`src/rtl/pipeline_stall_ctrl_if.sv`:
```
// Control bundle between the five-stage pipeline and its freeze/flush controller.
// The pipeline side (master) presents hazard/branch/memory status and consumes freeze/flush.
interface pipeline_stall_ctrl_if;
    logic [3:0]  id_src1;
    logic [3:0]  id_src2;
    logic        id_two_src;
    logic        id_valid;
    logic [3:0]  exe_dest;
    logic        exe_wb_en;
    logic        exe_mem_r_en;
    logic [3:0]  mem_dest;
    logic        mem_wb_en;
    logic        fwd_en;
    logic        branch_taken;
    logic        mem_req;
    logic        mem_ready;
    logic        if_freeze;
    logic        id_freeze;
    logic        exe_freeze;
    logic        mem_freeze;
    logic        id_flush;
    logic        exe_flush;
    logic        mem_err;
    logic [15:0] stall_cycles;
    logic [7:0]  flush_count;

    modport master (
        output id_src1, id_src2, id_two_src, id_valid,
        output exe_dest, exe_wb_en, exe_mem_r_en, mem_dest, mem_wb_en,
        output fwd_en, branch_taken, mem_req, mem_ready,
        input  if_freeze, id_freeze, exe_freeze, mem_freeze,
        input  id_flush, exe_flush, mem_err, stall_cycles, flush_count
    );

    modport slave (
        input  id_src1, id_src2, id_two_src, id_valid,
        input  exe_dest, exe_wb_en, exe_mem_r_en, mem_dest, mem_wb_en,
        input  fwd_en, branch_taken, mem_req, mem_ready,
        output if_freeze, id_freeze, exe_freeze, mem_freeze,
        output id_flush, exe_flush, mem_err, stall_cycles, flush_count
    );
endinterface

```
`src/rtl/pipeline_stall_ctrl.sv`:
```
// Central freeze/flush controller: memory-wait stall with timeout watchdog, taken-branch
// flush and RAW/load-use hazard bubbles, plus saturating stall/flush counters.
module pipeline_stall_ctrl #(
    parameter int MEM_TIMEOUT = 64
) (
    input  logic                 clk,
    input  logic                 rst,
    pipeline_stall_ctrl_if.slave bus
);

    typedef enum logic [1:0] {RUN, MEM_WAIT, ERR} state_t;

    state_t      state, state_nxt;
    logic [7:0]  wcnt, wcnt_nxt;
    logic        mstall;
    logic        exe_match, mem_match, dh;
    logic        if_frz, id_frz, exe_frz, mem_frz, id_fl, exe_fl;
    logic [15:0] stall_cnt;
    logic [7:0]  flush_cnt;

    localparam logic [7:0] WCNT_LAST = 8'(MEM_TIMEOUT - 1);

    always_ff @(posedge clk) begin
        if (rst) begin
            state <= RUN;
            wcnt  <= 8'd0;
        end else begin
            state <= state_nxt;
            wcnt  <= wcnt_nxt;
        end
    end

    always_comb begin
        state_nxt = state;
        wcnt_nxt  = wcnt;
        case (state)
            RUN: begin
                if (bus.mem_req && !bus.mem_ready) begin
                    state_nxt = MEM_WAIT;
                    wcnt_nxt  = 8'd1;
                end
            end
            MEM_WAIT: begin
                if (bus.mem_ready) begin
                    state_nxt = RUN;
                    wcnt_nxt  = 8'd0;
                end else if (wcnt == WCNT_LAST) begin
                    state_nxt = ERR;
                end else begin
                    wcnt_nxt  = wcnt + 8'd1;
                end
            end
            ERR:     state_nxt = ERR;
            default: state_nxt = RUN;
        endcase
    end

    // MEM_WAIT ignores mem_req: the MEM stage is frozen, so the access is still pending.
    assign mstall = (state == MEM_WAIT && !bus.mem_ready)
                  || (state == RUN && bus.mem_req && !bus.mem_ready)
                  || (state == ERR);

    assign exe_match = (bus.exe_dest == bus.id_src1)
                     || (bus.id_two_src && bus.exe_dest == bus.id_src2);
    assign mem_match = (bus.mem_dest == bus.id_src1)
                     || (bus.id_two_src && bus.mem_dest == bus.id_src2);

    always_comb begin
        if (bus.fwd_en)
            dh = bus.exe_wb_en && bus.exe_mem_r_en && exe_match;
        else
            dh = (bus.exe_wb_en && exe_match) || (bus.mem_wb_en && mem_match);
    end

    always_comb begin
        if_frz  = 1'b0;
        id_frz  = 1'b0;
        exe_frz = 1'b0;
        mem_frz = 1'b0;
        id_fl   = 1'b0;
        exe_fl  = 1'b0;
        if (rst) begin
            if_frz = 1'b0;
        end else if (mstall) begin
            if_frz  = 1'b1;
            id_frz  = 1'b1;
            exe_frz = 1'b1;
            mem_frz = 1'b1;
        end else if (bus.branch_taken) begin
            id_fl  = 1'b1;
            exe_fl = 1'b1;
        end else if (bus.id_valid && dh) begin
            // Hold IF/ID and inject a bubble into EXE; older stages keep moving.
            if_frz = 1'b1;
            id_frz = 1'b1;
            exe_fl = 1'b1;
        end
    end

    always_ff @(posedge clk) begin
        if (rst) begin
            stall_cnt <= 16'd0;
            flush_cnt <= 8'd0;
        end else begin
            if (if_frz && stall_cnt != 16'hFFFF)
                stall_cnt <= stall_cnt + 16'd1;
            if (id_fl && flush_cnt != 8'hFF)
                flush_cnt <= flush_cnt + 8'd1;
        end
    end

    assign bus.if_freeze    = if_frz;
    assign bus.id_freeze    = id_frz;
    assign bus.exe_freeze   = exe_frz;
    assign bus.mem_freeze   = mem_frz;
    assign bus.id_flush     = id_fl;
    assign bus.exe_flush    = exe_fl;
    assign bus.mem_err      = (state == ERR);
    assign bus.stall_cycles = stall_cnt;
    assign bus.flush_count  = flush_cnt;

endmodule

```
`src/flat_wrapper.sv`:
```
// flat-port wrapper written by rule: the top's interface ports become plain ports
module pipeline_stall_ctrl_flat 
#(
    parameter int MEM_TIMEOUT = 64
)
  (clk, rst, bus_id_src1, bus_id_src2, bus_id_two_src, bus_id_valid, bus_exe_dest, bus_exe_wb_en, bus_exe_mem_r_en, bus_mem_dest, bus_mem_wb_en, bus_fwd_en, bus_branch_taken, bus_mem_req, bus_mem_ready, bus_if_freeze, bus_id_freeze, bus_exe_freeze, bus_mem_freeze, bus_id_flush, bus_exe_flush, bus_mem_err, bus_stall_cycles, bus_flush_count);
  pipeline_stall_ctrl_if bus_i ();
  input  logic clk;
  input  logic rst;
  input wire logic [$bits(bus_i.id_src1)-1:0] bus_id_src1;
  input wire logic [$bits(bus_i.id_src2)-1:0] bus_id_src2;
  input wire logic [$bits(bus_i.id_two_src)-1:0] bus_id_two_src;
  input wire logic [$bits(bus_i.id_valid)-1:0] bus_id_valid;
  input wire logic [$bits(bus_i.exe_dest)-1:0] bus_exe_dest;
  input wire logic [$bits(bus_i.exe_wb_en)-1:0] bus_exe_wb_en;
  input wire logic [$bits(bus_i.exe_mem_r_en)-1:0] bus_exe_mem_r_en;
  input wire logic [$bits(bus_i.mem_dest)-1:0] bus_mem_dest;
  input wire logic [$bits(bus_i.mem_wb_en)-1:0] bus_mem_wb_en;
  input wire logic [$bits(bus_i.fwd_en)-1:0] bus_fwd_en;
  input wire logic [$bits(bus_i.branch_taken)-1:0] bus_branch_taken;
  input wire logic [$bits(bus_i.mem_req)-1:0] bus_mem_req;
  input wire logic [$bits(bus_i.mem_ready)-1:0] bus_mem_ready;
  output wire logic [$bits(bus_i.if_freeze)-1:0] bus_if_freeze;
  output wire logic [$bits(bus_i.id_freeze)-1:0] bus_id_freeze;
  output wire logic [$bits(bus_i.exe_freeze)-1:0] bus_exe_freeze;
  output wire logic [$bits(bus_i.mem_freeze)-1:0] bus_mem_freeze;
  output wire logic [$bits(bus_i.id_flush)-1:0] bus_id_flush;
  output wire logic [$bits(bus_i.exe_flush)-1:0] bus_exe_flush;
  output wire logic [$bits(bus_i.mem_err)-1:0] bus_mem_err;
  output wire logic [$bits(bus_i.stall_cycles)-1:0] bus_stall_cycles;
  output wire logic [$bits(bus_i.flush_count)-1:0] bus_flush_count;
  assign bus_i.id_src1 = bus_id_src1;
  assign bus_i.id_src2 = bus_id_src2;
  assign bus_i.id_two_src = bus_id_two_src;
  assign bus_i.id_valid = bus_id_valid;
  assign bus_i.exe_dest = bus_exe_dest;
  assign bus_i.exe_wb_en = bus_exe_wb_en;
  assign bus_i.exe_mem_r_en = bus_exe_mem_r_en;
  assign bus_i.mem_dest = bus_mem_dest;
  assign bus_i.mem_wb_en = bus_mem_wb_en;
  assign bus_i.fwd_en = bus_fwd_en;
  assign bus_i.branch_taken = bus_branch_taken;
  assign bus_i.mem_req = bus_mem_req;
  assign bus_i.mem_ready = bus_mem_ready;
  assign bus_if_freeze = bus_i.if_freeze;
  assign bus_id_freeze = bus_i.id_freeze;
  assign bus_exe_freeze = bus_i.exe_freeze;
  assign bus_mem_freeze = bus_i.mem_freeze;
  assign bus_id_flush = bus_i.id_flush;
  assign bus_exe_flush = bus_i.exe_flush;
  assign bus_mem_err = bus_i.mem_err;
  assign bus_stall_cycles = bus_i.stall_cycles;
  assign bus_flush_count = bus_i.flush_count;
  pipeline_stall_ctrl #(.MEM_TIMEOUT(MEM_TIMEOUT)) u_core (.clk(clk), .rst(rst), .bus(bus_i));
endmodule
```
`config.mk`:
```
export PLATFORM = sky130hd
export DESIGN_NAME = pipeline_stall_ctrl_flat
export DESIGN_NICKNAME = d
export VERILOG_FILES = /design/src/rtl/pipeline_stall_ctrl_if.sv /design/src/rtl/pipeline_stall_ctrl.sv /design/src/flat_wrapper.sv
export SDC_FILE = /design/constraint.sdc
export NUM_CORES = 1
export LEC_CHECK = 0
export ABC_CLOCK_PERIOD_IN_PS = 5400
export BUFFER_PORTS_ARGS = -buffer_cell sky130_fd_sc_hd__buf_2
export CAP_MARGIN = 20
export CORE_ASPECT_RATIO = 1.5
export CORE_MARGIN = 2
export CORE_UTILIZATION = 57
export DETAILED_ROUTE_END_ITERATION = 10
export HOLD_SLACK_MARGIN = 0.15
export PLACE_DENSITY = 0.86
export SLEW_MARGIN = 20
export SYNTH_ARGS = -nofsm -noshare
export SYNTH_HDL_FRONTEND = slang
export SYNTH_SLANG_ARGS = --single-unit
export TNS_END_PERCENT = 1
```
`constraint.sdc`:
```
create_clock -name clk -period 5.4 [get_ports clk]
set_input_delay 0.54 -clock clk [delete_from_list [all_inputs] [get_ports clk]]
set_output_delay 0.54 -clock clk [all_outputs]
set_load 0.05 [all_outputs]
```
==> metrics.txt, run 1 <==
final net count=321; number of hold buffers added after CTS=0; Congestion Overflow GR=0; Critical Path Start Type=input pin; footprint of the multi-input gates=1370 sq um; ys async rst share=0%; sequential fraction of the synthesis area=31.6%; Setup Total Neg Slack=0 ns; Clk pin slew, worst setup/hold paths=0.07 ns; CTS HTree Levels=2; switching power share of the total=27.3%; net switching power=157 uW; library cell with the largest summed area after synthesis=sky130_fd_sc_hd__dfxtp_1; number of different library cells in the post-synthesis netlist=45; Worst Skew=0.0106 ns; I/O pins=58; hold violation total from the final report=0; overall via count from detail_route=1998; cell area power density=227 nW/um^2; unrepaired setup endpoints after global routing=false; Warnings, synthesis=0; worst-path fanout max=13; setup violators final=0; total inserted antenna cells=0; total detailed-routing wirelength=5070 um; clock sink count=34; # resized after CTS=0; row count=27; initial antenna violation count=0; Routed WL per cell=15.1 um; number of filler instances in the final layout=313; upper clock frequency limit=374 MHz; critical path data arrival time=2.13 ns; first-pass detailed-route iteration total=4; actual slew at the worst max-slew pin=0.868 ns; remaining routing DRC violations=0; vias in the first global route=1966; classification of the worst-slack hold path=flip-flop to flip-flop; residual antenna-violating net count after detailed routing=0; area of the die=4300 sq um; critical hold path startpoint=u_core.bus.stall_cycles[10]; total global-route track usage=26.3%; final total power=577 uW; Mapped Avg Cell Area=9.02 sq um; Mapped Nets=269; mean number of vias per cell=5.96; top cell type's share of synthesized area=31.6%; clock share of power=41.5%; worst skew pair latency=0.30 ns; vertical die dimension=79.3 um; initial drt markers=43; CP Data Required Time=4.86 ns; cell types with the largest area share after synthesis=sky130_fd_sc_hd__dfxtp_1, sky130_fd_sc_hd__xnor2_1, sky130_fd_sc_hd__nor2_1, sky130_fd_sc_hd__a2111oi_4, sky130_fd_sc_hd__mux2i_1; worst slew slack as a fraction of its limit=42.1%; leading cell type in the layout, fill and taps excluded=sky130_fd_sc_hd__buf_2; die outline width=54.2 um; number of post-CTS setup repair buffers=0; Root Buffer Master=sky130_fd_sc_hd__clkbuf_8; Flop pwr share=44.8%; RR Startpoint=u_core.bus.stall_cycles[8]; total of max-cap violations=0; Lkg Pwr=0.00102 uW; gp weighted congestion=0.847; endpoint kind of the worst setup timing path=primary output; Seq cells post-synth=34; Internal Power=419 uW; clock tree from TritonCTS=yes; Gate power share=13.8%; post-synthesis cell area=2160 sq um; placed wire-length estimate after detailed placement=3710 um; most frequent cells in the layout=sky130_fd_sc_hd__buf_2, sky130_fd_sc_hd__dfxtp_1, sky130_fd_sc_hd__nor2_1, sky130_fd_sc_hd__xnor2_1, sky130_fd_sc_hd__nand2_1; initial standard-cell utilization of the core=59.1%; count of final max-slew check failures=0; Critical Setup Path Class=input pin to primary output; origin of the worst setup path=bus_exe_dest[2]; count of port buffers added during placement=57; footprint of the flip-flops and latches=681 sq um; final worst path period share=49.5%; VDD IR max=0.000192 V; proportion of layout cells with a drive suffix above 1=30.1%; placeable core region=3650 sq um; synth-to-layout area growth=17.8%; result of the run=finished, final reports clean; pin count of the biggest net entering global routing=45; number of enable flip-flop cells after synthesis=0; global-route wire length before repair=8380 um; Final min period=2.67 ns; number of buffers inserted during clock tree synthesis=5; Most used DFF post-synth=sky130_fd_sc_hd__dfxtp_1; Cells after Synth=239; Max Root-Sink Buffers=2
per-layer routing:
| layer | share of wire, % | track usage (%) | vias up |
|---|---|---|---|
| met3 | 3.3 | 5.08 | 14 |
| met1 | 39 | 26.4 | 959 |
| met2 | 55 | 47.5 | 44 |
| met4 | 3.1 | 14.5 | 0 |
| li1 | - | - | 981 |
| met5 | 0 | 0 | - |
state kept, by name (all words and copies together), names as in the netlist:
signal                   count
u_core.state                 2
u_core.wcnt                  8
u_core.bus.flush_count       8
u_core.bus.stall_cycles     16
metrics by stage:
step                instances  util [%]  hold slack, ns  setup slack, ns  area, sq um
floorplan                 239         -           0.467             2.31         2160
global placement          327      66.5           0.476             2.78         2420
detailed placement        327      66.5           0.492             2.76         2420
CTS                       335      69.6           0.504             2.75         2540
global route              335      69.6           0.543             2.61         2540
finish                    335      69.6           0.500             2.73         2540
cells by family after synthesis:
| family | share of synthesized area [%] |
|---|---|
| flops | 31.6 |
| simple gates | 23.2 |
| fa+ha+maj | 1.74 |
| mux | 7.37 |
| buf+inv | 4.82 |
| compound gates | 20.8 |
| xor+xnor | 10.6 |
worst paths after layout:
kind,to,slack [ns],cells past startpoint
setup / recovery,bus_id_freeze,2.73,7
hold reg to reg,u_core.bus.stall_cycles[10],0.50,2
setup reg to reg,u_core.bus.stall_cycles[15],2.95,6
hold / removal,u_core.bus.stall_cycles[10],0.50,2
power groups by stage:
stage | combinational, uW | clock [uW] | sequential, uW
final | 79.3 | 239 | 258
after CTS | 79.2 | 243 | 258
after global routing | 86.4 | 253 | 259
after global placement | 76.6 | 0 | 264
after floorplan | 51.6 | 0 | 267
after detailed placement | 78.5 | 0 | 264
layout make-up:
cell class	count	share of cell area, %
Inverter	5	0.739
Tap cell	43	2.12
Timing Repair Buffer	59	11.8
Sequential cell	34	26.8
Clock inverter	3	1.77
Clock buffer	5	2.71
Multi-Input combinational cell	186	54.0
critical path, stage by stage:
cell and delay [ns]:
sky130_fd_sc_hd__buf_2 0.12, sky130_fd_sc_hd__xnor2_1 0.13, sky130_fd_sc_hd__o2111ai_1 0.12, sky130_fd_sc_hd__o22ai_1 0.15, sky130_fd_sc_hd__o21ai_2 0.61, sky130_fd_sc_hd__a21oi_1 0.19
sky130_fd_sc_hd__buf_2 0.26
Yosys cell counts, types with 2 or more instances:
master	number
sky130_fd_sc_hd__or3_1	4
sky130_fd_sc_hd__nor2b_1	8
sky130_fd_sc_hd__buf_4	2
sky130_fd_sc_hd__ha_1	3
sky130_fd_sc_hd__o21ai_0	7
sky130_fd_sc_hd__buf_2	2
sky130_fd_sc_hd__a2111oi_4	3
sky130_fd_sc_hd__nand3_1	12
sky130_fd_sc_hd__and3_1	6
sky130_fd_sc_hd__o311ai_0	2
sky130_fd_sc_hd__buf_6	3
sky130_fd_sc_hd__xor2_1	9
sky130_fd_sc_hd__dfxtp_1	34
sky130_fd_sc_hd__a2111oi_2	4
sky130_fd_sc_hd__nand4_1	11
sky130_fd_sc_hd__a2111oi_0	3
sky130_fd_sc_hd__mux2_2	7
sky130_fd_sc_hd__o2111ai_1	7
sky130_fd_sc_hd__and4_1	4
sky130_fd_sc_hd__inv_1	5
sky130_fd_sc_hd__o21a_1	2
sky130_fd_sc_hd__nand2_1	16
sky130_fd_sc_hd__xnor2_1	17
sky130_fd_sc_hd__a21oi_1	9
sky130_fd_sc_hd__a211oi_1	2
sky130_fd_sc_hd__nor2_1	25
sky130_fd_sc_hd__mux2i_1	8
sky130_fd_sc_hd__clkbuf_1	7
No activity file was read; power rests on OpenSTA's default activity.
==> inputs of run 2 (changes only) <==
- ABC_CLOCK_PERIOD_IN_PS: 5400 -> 2300
- CORE_UTILIZATION: 57 -> 47
- PLACE_DENSITY: 0.86 -> 0.75
- clock period: 5.4 -> 2.3 ns (I/O delays scaled with it)
==> metrics.txt, run 2 (synthesized netlist as in run 1, its figures left out) <==
row count=30 (+11%); critical path data arrival time=1.98 ns (-0.15 ns); # resized after CTS=0 (unchanged); mean number of vias per cell=5.79 (-2.9%); initial drt markers=51 (+19%); placeable core region=4470 sq um (+22%); actual slew at the worst max-slew pin=0.763 ns (-0.105 ns); Lkg Pwr=0.00107 uW (+4.1%); VDD IR max=0.000409 V (+110%); Final min period=2.21 ns; final total power=1360 uW (+140%); result of the run=finished, final reports clean; final net count=329 (+2.5%); Root Buffer Master=sky130_fd_sc_hd__clkbuf_8; Routed WL per cell=14.2 um (-6.2%); CP Data Required Time=2.07 ns (-2.79 ns); cell area power density=518 nW/um^2 (+130%); first-pass detailed-route iteration total=4 (unchanged); Max Root-Sink Buffers=2 (unchanged); total of max-cap violations=0 (unchanged); unrepaired setup endpoints after global routing=false; clock tree from TritonCTS=yes; Congestion Overflow GR=0 (unchanged); Clk pin slew, worst setup/hold paths=0.08 ns (about the same); worst skew pair latency=0.29 ns (about the same); Critical Setup Path Class=flip-flop to primary output; R2R depth=7 (+1); classification of the worst-slack hold path=input pin to flip-flop; count of final max-slew check failures=0 (unchanged); upper clock frequency limit=452 MHz; clock sink count=34 (unchanged); number of post-CTS setup repair buffers=0 (unchanged); final worst path period share=96.1%; vertical die dimension=86.9 um (+9.6%); number of cells on the worst hold path=4 (+2); area of the die=5160 sq um (+20%); count of port buffers added during placement=57 (unchanged); die outline width=59.3 um (+9.4%); initial standard-cell utilization of the core=48.3% (-11 points); I/O pins=58 (unchanged); pin count of the biggest net entering global routing=44 (-2.2%); vias in the first global route=1873 (-4.7%); CTS HTree Levels=2 (unchanged); overall via count from detail_route=2016 (+0.90%); global-route wire length before repair=8300 um (-0.91%); hold violation total from the final report=0 (unchanged); leading cell type in the layout, fill and taps excluded=sky130_fd_sc_hd__buf_2; number of buffers inserted during clock tree synthesis=5 (unchanged); remaining routing DRC violations=0 (unchanged); number of filler instances in the final layout=408 (+30%); total detailed-routing wirelength=4930 um (-2.6%); total global-route track usage=20.6% (-5.7 points); most frequent cells in the layout=sky130_fd_sc_hd__buf_2, sky130_fd_sc_hd__dfxtp_1, sky130_fd_sc_hd__nor2_1, sky130_fd_sc_hd__xnor2_1, sky130_fd_sc_hd__nand2_1; proportion of layout cells with a drive suffix above 1=32.3% (+2.2 points); endpoint kind of the worst setup timing path=primary output; synth-to-layout area growth=21.5%; Worst Skew=0.00400 ns (-0.00661 ns); worst-path fanout max=10 (-3); residual antenna-violating net count after detailed routing=0 (unchanged); worst slew slack as a fraction of its limit=48.6% (+6.5 points); Critical Path Start Type=flip-flop; total inserted antenna cells=0 (unchanged); placed wire-length estimate after detailed placement=3740 um (+0.59%); initial antenna violation count=0 (unchanged); setup violators final=0 (unchanged); gp weighted congestion=0.899 (+6.1%); fraction of the core area covered by cells at the end of the flow=58.7% (-11 points); Largest register FFs=16 (unchanged); number of hold buffers added after CTS=0 (unchanged)
## run 2: through the flow
step	hold slack [ns]	TNS, ns	instance area (sq um)	setup WS, ns	cells
2_1_floorplan	0.458	-0.245	2160	-0.102	239
6_report	0.328	0	2620	0.0896	348
3_5_place_dp	0.483	0	2490	0.117	340
5_1_grt	0.345	0	2620	0.0167	348
4_1_cts	0.324	0	2610	0.0948	348
3_3_place_gp	0.473	0	2490	0.154	340
## run 2: layout make-up
class                      count  area [sq um]  share of cell area (%)
clock buffer                   5          68.8                    2.63
sequential                    34           681                    26.0
tap                           48          60.1                    2.29
timing repair buffer          67           360                    13.8
multi-input combinational    186          1390                    52.9
clock inverter                 3          45.0                    1.72
inverter                       5          18.8                   0.716
## run 2: routing by layer
layer  wire [um]  track usage [%]
met2        2630             36.4
met1        2000             23.0
met4         119             8.47
met5           0                0
met3         188             4.61
## run 2: power breakdown
group / internal (uW) / total (uW) / leakage (uW) / switching [uW]
combinational: 70.3 / 190 / 0.000741 / 119
sequential: 595 / 606 / 0.000275 / 10.8
clock: 322 / 561 / 0.0000504 / 238
## run 2: final timing paths
kind / startpoint / to / slack [ns]
setup / recovery: u_core.state[0] / bus_exe_flush / 0.09
hold reg to reg: u_core.bus.stall_cycles[10] / u_core.bus.stall_cycles[10] / 0.49
hold / removal: bus_mem_ready / u_core.wcnt[0] / 0.33
setup reg to reg: u_core.wcnt[0] / u_core.wcnt[6] / 0.25
## run 2: worst max-delay path, cell delays in order (launching register included)
cell,delay (ns)
sky130_fd_sc_hd__dfxtp_1,0.41
sky130_fd_sc_hd__or2_4,0.31
sky130_fd_sc_hd__nand2_1,0.08
sky130_fd_sc_hd__o21ai_0,0.28
sky130_fd_sc_hd__a211oi_1,0.29
sky130_fd_sc_hd__buf_2,0.31
